==> config.mk <==
export PLATFORM = sky130hd
export DESIGN_NAME = seq_detect_moore
export DESIGN_NICKNAME = d
export VERILOG_FILES = /design/src/rtl/seq_detect_pkg.sv /design/src/rtl/seq_match_counter.sv /design/src/rtl/seq_detect_moore.sv
export SDC_FILE = /design/constraint.sdc
export NUM_CORES = 1
export LEC_CHECK = 0
export BUFFER_PORTS_ARGS = -buffer_cell sky130_fd_sc_hd__buf_2
export CELL_PAD_IN_SITES_DETAIL_PLACEMENT = 1
export CELL_PAD_IN_SITES_GLOBAL_PLACEMENT = 1
export CORE_AREA = 5 5 42 44
export DETAILED_ROUTE_END_ITERATION = 10
export DIE_AREA = 0 0 47 49
export GPL_TIMING_DRIVEN = 0
export PLACE_DENSITY = 0.3
export SLEW_MARGIN = 5
export SYNTH_ARGS = -nofsm -noshare
export SYNTH_HDL_FRONTEND = slang
export SYNTH_HIERARCHICAL = 1
export SYNTH_SLANG_ARGS = --single-unit
==> constraint.sdc <==
create_clock -name clk -period 1.18 [get_ports clk]
set_input_delay 0.059 -clock clk [delete_from_list [all_inputs] [get_ports clk]]
set_output_delay 0.059 -clock clk [all_outputs]
set_load 0.01 [all_outputs]
==> src/rtl/seq_detect_pkg.sv <==
// Shared types and elaboration-time helpers for the Moore serial sequence detector.
// Optional match counter is enabled by defining SEQDET_MATCH_COUNT_EN.
package seq_detect_pkg;

  localparam int          DEF_PAT_LEN = 4;
  localparam logic [15:0] DEF_PATTERN = 16'h000B;
  localparam int          DEF_STATE_W = $clog2(DEF_PAT_LEN + 1);
  localparam int          CNT_W       = 8;

  typedef logic [DEF_STATE_W-1:0] state_idx_t;

  // Longest pattern prefix that is a suffix of (prefix_state, b); the pattern MSB is received first.
  function automatic int calc_next_state(input logic [15:0] pattern, input int len,
                                         input int state, input logic b);
    int   res;
    int   j;
    logic ok;
    logic pb;
    logic sb;
    res = 0;
    if (state > len) begin
      res = 0;
    end else begin
      for (int k = len; k >= 1; k--) begin
        if (res == 0 && k <= state + 1) begin
          ok = 1'b1;
          for (int i = 0; i < k; i++) begin
            pb = pattern[len-1-i];
            j  = state + 1 - k + i;
            sb = (j == state) ? b : pattern[len-1-j];
            if (pb != sb) ok = 1'b0;
            else ok = ok;
          end
          if (ok) res = k;
          else res = res;
        end
      end
    end
    return res;
  endfunction

endpackage

==> src/rtl/seq_match_counter.sv <==
// 8-bit saturating event counter used to tally entries into the MATCH state.
module seq_match_counter
  import seq_detect_pkg::*;
(
  input  logic             clk,
  input  logic             reset,
  input  logic             inc,
  output logic [CNT_W-1:0] count
);

  logic [CNT_W-1:0] count_r;

  // Saturating increment, cleared by synchronous reset
  always_ff @(posedge clk) begin
    if (reset) begin
      count_r <= 8'd0;
    end else if (inc && (count_r != 8'd255)) begin
      count_r <= count_r + 8'd1;
    end else begin
      count_r <= count_r;
    end
  end

  assign count = count_r;

endmodule

==> src/rtl/seq_detect_moore.sv <==
// Moore serial sequence detector with overlap support (KMP transition table built at elaboration).
// Defining SEQDET_MATCH_COUNT_EN adds the saturating match_count output.
module seq_detect_moore
  import seq_detect_pkg::*;
#(
  parameter int                 PAT_LEN = DEF_PAT_LEN,
  parameter logic [PAT_LEN-1:0] PATTERN = DEF_PATTERN[PAT_LEN-1:0]
) (
  input  logic             clk,
  input  logic             reset,
  input  logic             in,
`ifdef SEQDET_MATCH_COUNT_EN
  output logic             detect,
  output logic [CNT_W-1:0] match_count
`else
  output logic             detect
`endif
);

  localparam int            SW          = $clog2(PAT_LEN + 1);
  localparam int            NS          = 2 ** SW;
  localparam logic [15:0]   PAT_EXT     = 16'(PATTERN);
  localparam logic [SW-1:0] MATCH_STATE = SW'(PAT_LEN);

  logic [SW-1:0] state_r;
  logic [SW-1:0] state_next_s;
  logic          detect_r;
  logic [SW-1:0] nxt0_s [NS];
  logic [SW-1:0] nxt1_s [NS];

  // Unused encodings beyond MATCH fall back to S0
  for (genvar k = 0; k < NS; k++) begin : g_tbl
    localparam int N0 = calc_next_state(PAT_EXT, PAT_LEN, k, 1'b0);
    localparam int N1 = calc_next_state(PAT_EXT, PAT_LEN, k, 1'b1);
    assign nxt0_s[k] = SW'(N0);
    assign nxt1_s[k] = SW'(N1);
  end

  // Next-state selection from the constant transition table
  always_comb begin
    state_next_s = state_r;
    if (in) begin
      state_next_s = nxt1_s[state_r];
    end else begin
      state_next_s = nxt0_s[state_r];
    end
  end

  // State register and registered MATCH decode
  always_ff @(posedge clk) begin
    if (reset) begin
      state_r  <= '0;
      detect_r <= 1'b0;
    end else begin
      state_r  <= state_next_s;
      detect_r <= (state_next_s == MATCH_STATE);
    end
  end

  assign detect = detect_r;

`ifdef SEQDET_MATCH_COUNT_EN
  logic enter_match_s;
  assign enter_match_s = (state_next_s == MATCH_STATE);

  seq_match_counter u_match_counter (
    .clk   (clk),
    .reset (reset),
    .inc   (enter_match_s),
    .count (match_count)
  );
`endif

endmodule

; Yosys cells after proc, flatten, opt, wreduce, memory -nomap -nowiden
; Memory sizes are Yosys's and may differ from the RTL's.
; Index checks and enable logic that the tools add are counted.
[classes]
magnitude_cmp = 1
n_eq_ne = 1
n_mux = 5
bitwise = 1
[op_table]
columns = operator, count
row1 = 3-bit 2-to-1 mux, 5
row2 = 4-bit greater-or-equal comparator (second input constant), 1
row3 = 3-bit NOT with 4-bit output, 1
row4 = 3-bit == test (second input constant), 1
[totals]
regBits = 4
rom_bits = 48
input_bits = 3
output_inout_bits = 1
elab_cells = 12
n_memories = 2
[mem_list]
columns = memory, words, width, read_ports, rd_clocked_by_memory_dff, write_ports, line
row1 = (name not given), 8, 3, 1, 0, 0, seq_detect_moore.sv:45  ; state_next_s = nxt0_s[state_r];
row2 = (name not given), 8, 3, 1, 0, 0, seq_detect_moore.sv:43  ; state_next_s = nxt1_s[state_r];

; Logic depth before layout (Yosys ltp)
; Gate-level depths: netlist of the first run.
[logic_depth]
word_depth = 6
ltp_mapped = 2
depth_no_buf = 2

; Least setup slack after synthesis of the first run
; OpenSTA, ideal clock, no wires.
[synth_timing]
path_type = reg-to-reg
from = register state_r[0]
to = register state_r[1]
setup_ps = 74
arrival_time_ps = 957
required_ps = 1106
setup_slack_ps = 149
stages_incl_launch_ff = 3
path_buffers = 0
synth_period_minus_slack_ps = 1031
path_cell_list = dfxtp_1 -> or4b_1 -> a31oi_1
[synth_via]
elab_chain_cells = 5
word_cells_on_any_way = 8
cone_classes = 5 x mux / 1 x bitwise / 2 x memory
[synth_rtl]
columns = item, line
row1 = from (decl), seq_detect_moore.sv:25  ; logic [SW-1:0] state_r;
row2 = from (signal assigned), seq_detect_moore.sv:55  ; state_r <= state_next_s;
row3 = 3-bit NOT with 4-bit output (implied by the code) (*), "seq_detect_moore.sv:43, seq_detect_moore.sv:45"
row4 = memory read 8 x 3 bit (on tied branches), n/a
row5 = 3-bit 2-to-1 mux (on tied branches) (2 in a row), "seq_detect_moore.sv:45, seq_detect_moore.sv:43"
row6 = 3-bit 2-to-1 mux (*), seq_detect_moore.sv:42  ; if (in) begin
; Mark *: on every way between the ends. The rest lies on a longest branch, timed or not. The select of a mux whose other input is x is not followed.
; A chain may end at the register's enable or synchronous reset.

; Worst setup path in the final report of the first run
; Same ends and word-level chain as after synthesis.

==> results of run 1 <==
[cells by family after synthesis]
kind of cell	count (synthesis)	synth area share, %
simple gates	8	35.83
flops	4	53.34
compound gates	1	4.169
fa+ha+maj	1	6.667
[final cells by class]
type | instances | share of cell area [%]
clock buffers | 3 | 10.34
multi-input cells | 10 | 32.18
flip-flops and latches | 4 | 36.78
well taps | 16 | 9.195
repair buffers | 4 | 11.49
[worst max-delay path, stage by stage, from the launching register on]
cell	delay, ns
dfxtp_1	0.33
or4b_1	0.52
a31oi_1	0.17
[placed cells by master (no fill, tap or decap), types with 2 or more instances in the layout]
master    count
buf_2         3
clkbuf_4      3
dfxtp_1       4
nor3_1        2
[sequential cells by signal (all words and copies together) (netlist names)]
register / cells
detect: 1
state_r: 3
[report_power, final]
part	switching, uW	internal (uW)
Combinational	5.62	8.94
Clock	52.6	114
Sequential	3.67	140
[final timing paths]
kind	depth (start not counted)	endpoint
worst max-delay path	2	state_r[1]
worst min-delay path	3	state_r[1]
worst max register to register	2	state_r[1]
worst min register to register	2	state_r[2]
[through the flow]
stage | setup slack [ns] | utilization (%) | total power (uW)
2_1_floorplan | 0.1486 | - | 150.7
3_3_place_gp | 0.09807 | 13.21 | 157.1
3_5_place_dp | 0.08576 | 13.21 | 157.3
4_1_cts | 0.07359 | 15.54 | 335.5
5_1_grt | 0.03828 | 15.54 | 354.7
6_report | 0.08802 | 15.54 | 323.9
[routing by layer]
metal  routed length, um  up-vias  share of wire [%]  global-route usage, %
li1                    -       67                  -                      -
met1                 147       62                 44                  3.532
met2                 137        6                 41                  3.846
met3                  50        0                 15                  6.642
met4                   0        0                  0                  2.765
met5                   0        -                  0                      0
==> summary.md, run 1 <==
| Metric | Value |
|---|---|
| Outcome | completed |
| Initial core utilization | 10.71% |
| DIE AREA | 0.002303 mm2 |
| Sequential area share after synthesis | 53.33% |
| RSZ-0062 raised after global routing | false |
| Core area | 0.001401 mm2 |
| Startpoint Class | flop |
| Top FF cell, synth | dfxtp_1 |
| Post-synth cell types | 10 |
| Clock Skew | 0.001259 ns |
| DRC Markers | 0 |
| Top cells by area, synth | dfxtp_1 53%, or4bb_1 7.5%, maj3_1 6.7%, nor3_1 6.7%, or4b_1 6.7% |
| Iter 0 DRT Violations | 0 |
| CTS tree | yes |
| Most numerous cell in the Yosys netlist | dfxtp_1 |
| Synth Instances | 14 |
| Layout Cells excl Fill | 37 |
| GRT Resource Usage Total | 4.020% |
| Post-CTS Resized | 0 |
| DP HPWL | 233.9 um |
| Ant. Diodes | 0 |
| FF/Latch Area | 80.08 um2 |
| Share of cells above drive strength 1 | 28.57% |
| Vias per cell | 3.649 |
| Hold_ws | 0.1441 ns |
| Pins Over Slew Limit | 0 |
| GRT Residual Overflow | 0 |
| Worst R2R Start | state_r[0] |
| Fmax | 915.8 MHz |
| Worst setup path startpoint | state_r[0] |
| Final Hold Vio Count | 0 |
| Postcts setup bufs | 0 |
| Synth Cell Area | 150.1 um2 |
| Worst slew margin | 87.88% |
| CP Class | flop to flop |
| Worst Path Required | 1.34 ns |
| Post-synth top area share | 53.33% |
| Peak supply drop | 510.3 uV |
| Nets | 26 |
| Hold crit path type | input pin to flop |
| Leak | 0.00008039 uW |
| Mapped Avg Cell Area | 10.72 um2 |
| Max-Cap Viols | 0 |
| Largest net degree at the start of global routing | 7 |
| Post-DRT Antenna Nets | 0 |
| Gp weighted congestion | 0.5952 |
| Net Count, Synth | 17 |
| # fillers | 171 |
| Async SR Flop Fraction | 0% |
| CTS sink cnt | 4 |
| Min Tclk post-route | 1.092 ns |
| Largest fanout on the critical path | 5 |
| Bufs on Longest Clock Path | 2 |
| Post-synth top cells | 4 x dfxtp_1, 2 x nor3_1 |
| Hold_buf cts | 1 |
| Die width | 47 um |
| H-tree depth | 1 |
| Dpl cells | 33 |
| Ports | 4 |
| Vias in the first global route | 139 |
| First-pass GRT wire length | 552 um |
| Initial antenna violation count | 0 |
| Number of synthesized flops with an enable pin | 0 |
| TNS Setup | 0 ns |
| PwrDens | 1488 mW/mm2 |
| Non-Filler Cell Area, Final | 217.7 um2 |
| R2R setup slack | 0.09 ns |
| Least-Margin Pin Slew | 0.1815 ns |
| Area of placed instances | 185.2 um2 |
| DR WL/cell | 9.054 um |
| IO Port Bufs | 3 |
| # rows | 14 |
| Crit path DAT | 1.25 ns |
| CTS Buf Count | 3 |
| Die height | 49 um |
| Period Utilization, post-route | 92.54% |
| Clk Latency, worst-skew pair | 0.23 ns |
| Area leader, netlist | dfxtp_1 |
| Worst setup EP type | flop |
| Final WL | 335 um |
| #FFs+latches synth | 4 |
| Multi-input logic area | 70.07 um2 |
| Setup violators final | 0 |
| Worst-path clk slew | 0.04 ns |
| Warnings from Yosys | 6 |
| Vias | 135 |
| Root Buffer | clkbuf_4 |
| P&R area growth vs syn | 45.00% |
| Pre-antenna DRT Iters | 1 |
| Hold_sp | in |
No activity file was read; power rests on OpenSTA's default activity.
==> run 2, diff against run 1 <==
--- a/config.mk
+++ b/config.mk
@@ -5,6 +5,7 @@
 export SDC_FILE = /design/constraint.sdc
 export NUM_CORES = 1
 export LEC_CHECK = 0
+export ABC_CLOCK_PERIOD_IN_PS = 1180
 export BUFFER_PORTS_ARGS = -buffer_cell sky130_fd_sc_hd__buf_2
 export CELL_PAD_IN_SITES_DETAIL_PLACEMENT = 1
 export CELL_PAD_IN_SITES_GLOBAL_PLACEMENT = 1
@@ -13,6 +14,7 @@
 export DIE_AREA = 0 0 47 49
 export GPL_TIMING_DRIVEN = 0
 export PLACE_DENSITY = 0.3
+export RECOVER_POWER = 100
 export SLEW_MARGIN = 5
 export SYNTH_ARGS = -nofsm -noshare
 export SYNTH_HDL_FRONTEND = slang
==> run 2 against run 1 <==
  * Total power about the same
  * Critical path depth stayed put
  * Worst hold slack is the same
  * Sequential power barely moved
  * Die area is the same
  * Flip-flop and latch count is the same
  * Final cell count stayed put
  * Wire length rose by 0.30%
  * Critical path type unchanged
==> summary.md, run 2 (synthesis gave the netlist of run 1 again) <==
| Metric | Value |
|---|---|
| Worst setup EP type | flop |
| First-pass GRT wire length | 552 um (unchanged) |
| Int Power | 262.0 uW (about the same) |
| Gate power share | 4.5% (about the same) |
| Die height | 49 um (unchanged) |
| Initial core utilization | 10.71% (unchanged) |
| Setup violators final | 0 (unchanged) |
| Outcome | completed |
| Worst Path Required | 1.34 ns (about the same) |
| Reg power frac | 44.2% (about the same) |
| Non-Filler Cell Area, Final | 216.5 um2 (-0.57%) |
| Startpoint Class | flop |
| H-tree depth | 1 (unchanged) |
| Gp weighted congestion | 0.5952 (unchanged) |
| CTS sink cnt | 4 (unchanged) |
| DIE AREA | 0.002303 mm2 (unchanged) |
| Peak supply drop | 510.3 uV (unchanged) |
| R2R cell count | 2 (unchanged) |
| Root Buffer | clkbuf_4 |
| Vias per cell | 3.649 (unchanged) |
| Bufs on Longest Clock Path | 2 (unchanged) |
| Largest fanout on the critical path | 5 (unchanged) |
| Die width | 47 um (unchanged) |
| Least-Margin Pin Slew | 0.1815 ns (unchanged) |
| Vias in the first global route | 139 (unchanged) |
| Hold Crit Depth | 3 (unchanged) |
| Clk Latency, worst-skew pair | 0.23 ns (about the same) |
| CP Class | flop to flop |
| Hold_ws | 0.1441 ns (unchanged) |
| PwrDens | 1496 mW/mm2 (+0.57%) |
| Leak | 0.00007598 uW (-5.5%) |
| Period Utilization, post-route | 92.54% (unchanged) |
| RSZ-0062 raised after global routing | false |
| Postcts setup bufs | 0 (unchanged) |
| Highest-count cells in the layout ignoring fill and taps | 4 x dfxtp_1, 3 x clkbuf_4, 2 x nor3_1, 2 x buf_2 |
| Final WL | 336 um (+0.30%) |
| Fmax | 915.8 MHz (unchanged) |
| Most common cell after layout, fill and taps aside | dfxtp_1 |
| Clock Skew | 0.001259 ns (unchanged) |
| Share of cells above drive strength 1 | 23.81% (-4.8 points) |
| CTS tree | yes |
| Vias | 135 (unchanged) |
| Iter 0 DRT Violations | 0 (unchanged) |
| Core area | 0.001401 mm2 (unchanged) |
| Worst-path clk slew | 0.04 ns (about the same) |
| WHS Endpoint | state_r[1] |
| Ports | 4 (unchanged) |
| Final core area utilization | 15.45% (-0.089 points) |
| TNS Setup | 0 ns (unchanged) |
| Min Tclk post-route | 1.092 ns (unchanged) |
| Reg2reg end | state_r[1] |
| DP HPWL | 233.9 um (unchanged) |
| Max-Cap Viols | 0 (unchanged) |
| Largest net degree at the start of global routing | 7 (unchanged) |
| GRT Residual Overflow | 0 (unchanged) |
| Clock power frac | 51.3% (about the same) |
| DR WL/cell | 9.081 um (+0.30%) |
| Switching Fraction | 19.11% (about the same) |
| Hold_sp | in |
| GRT Resource Usage Total | 4.020% (unchanged) |
| Initial antenna violation count | 0 (unchanged) |
| P&R area growth vs syn | 44.17% |
| IO Port Bufs | 3 (unchanged) |
| Post-DRT Antenna Nets | 0 (unchanged) |
| Max reg flops | 3 (unchanged) |
| Worst slew margin | 87.88% (unchanged) |
| CTS Buf Count | 3 (unchanged) |
| Worst R2R Start | state_r[0] |
| Final Hold Vio Count | 0 (unchanged) |
| Pins Over Slew Limit | 0 (unchanged) |
| Pre-antenna DRT Iters | 1 (unchanged) |
| Crit path DAT | 1.25 ns (about the same) |
| R2R setup slack | 0.09 ns (about the same) |
| # rows | 14 (unchanged) |
| P_sw | 61.89 uW (about the same) |
| Area of placed instances | 185.2 um2 (unchanged) |
| Ant. Diodes | 0 (unchanged) |
| Nets | 26 (unchanged) |
| Hold crit path type | input pin to flop |
| Largest register by flop count | state_r |
| DRC Markers | 0 (unchanged) |
[run 2: area by class of cell]
| class | instances | area [um2] |
|---|---|---|
| repair buffers | 4 | 23.77 |
| flip-flops and latches | 4 | 80.08 |
| clock buffers | 3 | 22.52 |
| well taps | 16 | 20.02 |
| multi-input cells | 10 | 70.07 |
| fillers | 172 | 1185 |
[run 2: worst max-delay path, cell delays in order (launching register included)]
cell	delay [ns]
dfxtp_1	0.33
or4b_1	0.52
a31oi_1	0.17
[run 2: routing by layer]
layer	up-vias	share of wire (%)	wire (um)	GRT usage, %
li1	67	-	-	-
met3	0	15	51	6.642
met4	0	0	0	2.765
met2	6	41	137	3.846
met1	62	44	148	3.532
met5	-	0	0	0
[run 2: worst max path at each step]
stage,start,to,slack [ns],cells past startpoint
after floorplan,state_r[0],state_r[1],0.15,2
final,state_r[0],state_r[1],0.09,2
after detailed placement,state_r[2],state_r[1],0.09,2
after global placement,state_r[2],state_r[1],0.1,2
after global routing,state_r[2],state_r[1],0.04,2
after CTS,state_r[2],state_r[1],0.07,2
[run 2: what timing repair did]
item | CTS | global route
gates resized for setup | 0 | 0
endpoints found under the setup margin | 0 | 0
hold buffers | 1 | 0
endpoints found under the hold margin | 1 | 0
[run 2: power by group through the flow]
stage / Combinational (uW) / Clock (uW) / Sequential (uW)
3_5_place_dp: 12.2 / 0 / 145
2_1_floorplan: 6.55 / 0 / 144
5_1_grt: 16.1 / 195 / 143
3_3_place_gp: 12.1 / 0 / 145
6_report: 14.5 / 166 / 143
4_1_cts: 15.0 / 177 / 143
[run 2: per-stage QoR]
step                cells  setup slack [ns]  total power, uW
floorplan              14            0.1486            150.7
global placement       33           0.09807            157.1
detailed placement     33           0.08576            157.3
CTS                    37           0.07359            335.5
global route           37           0.03828            354.7
finish                 37           0.08802            323.9
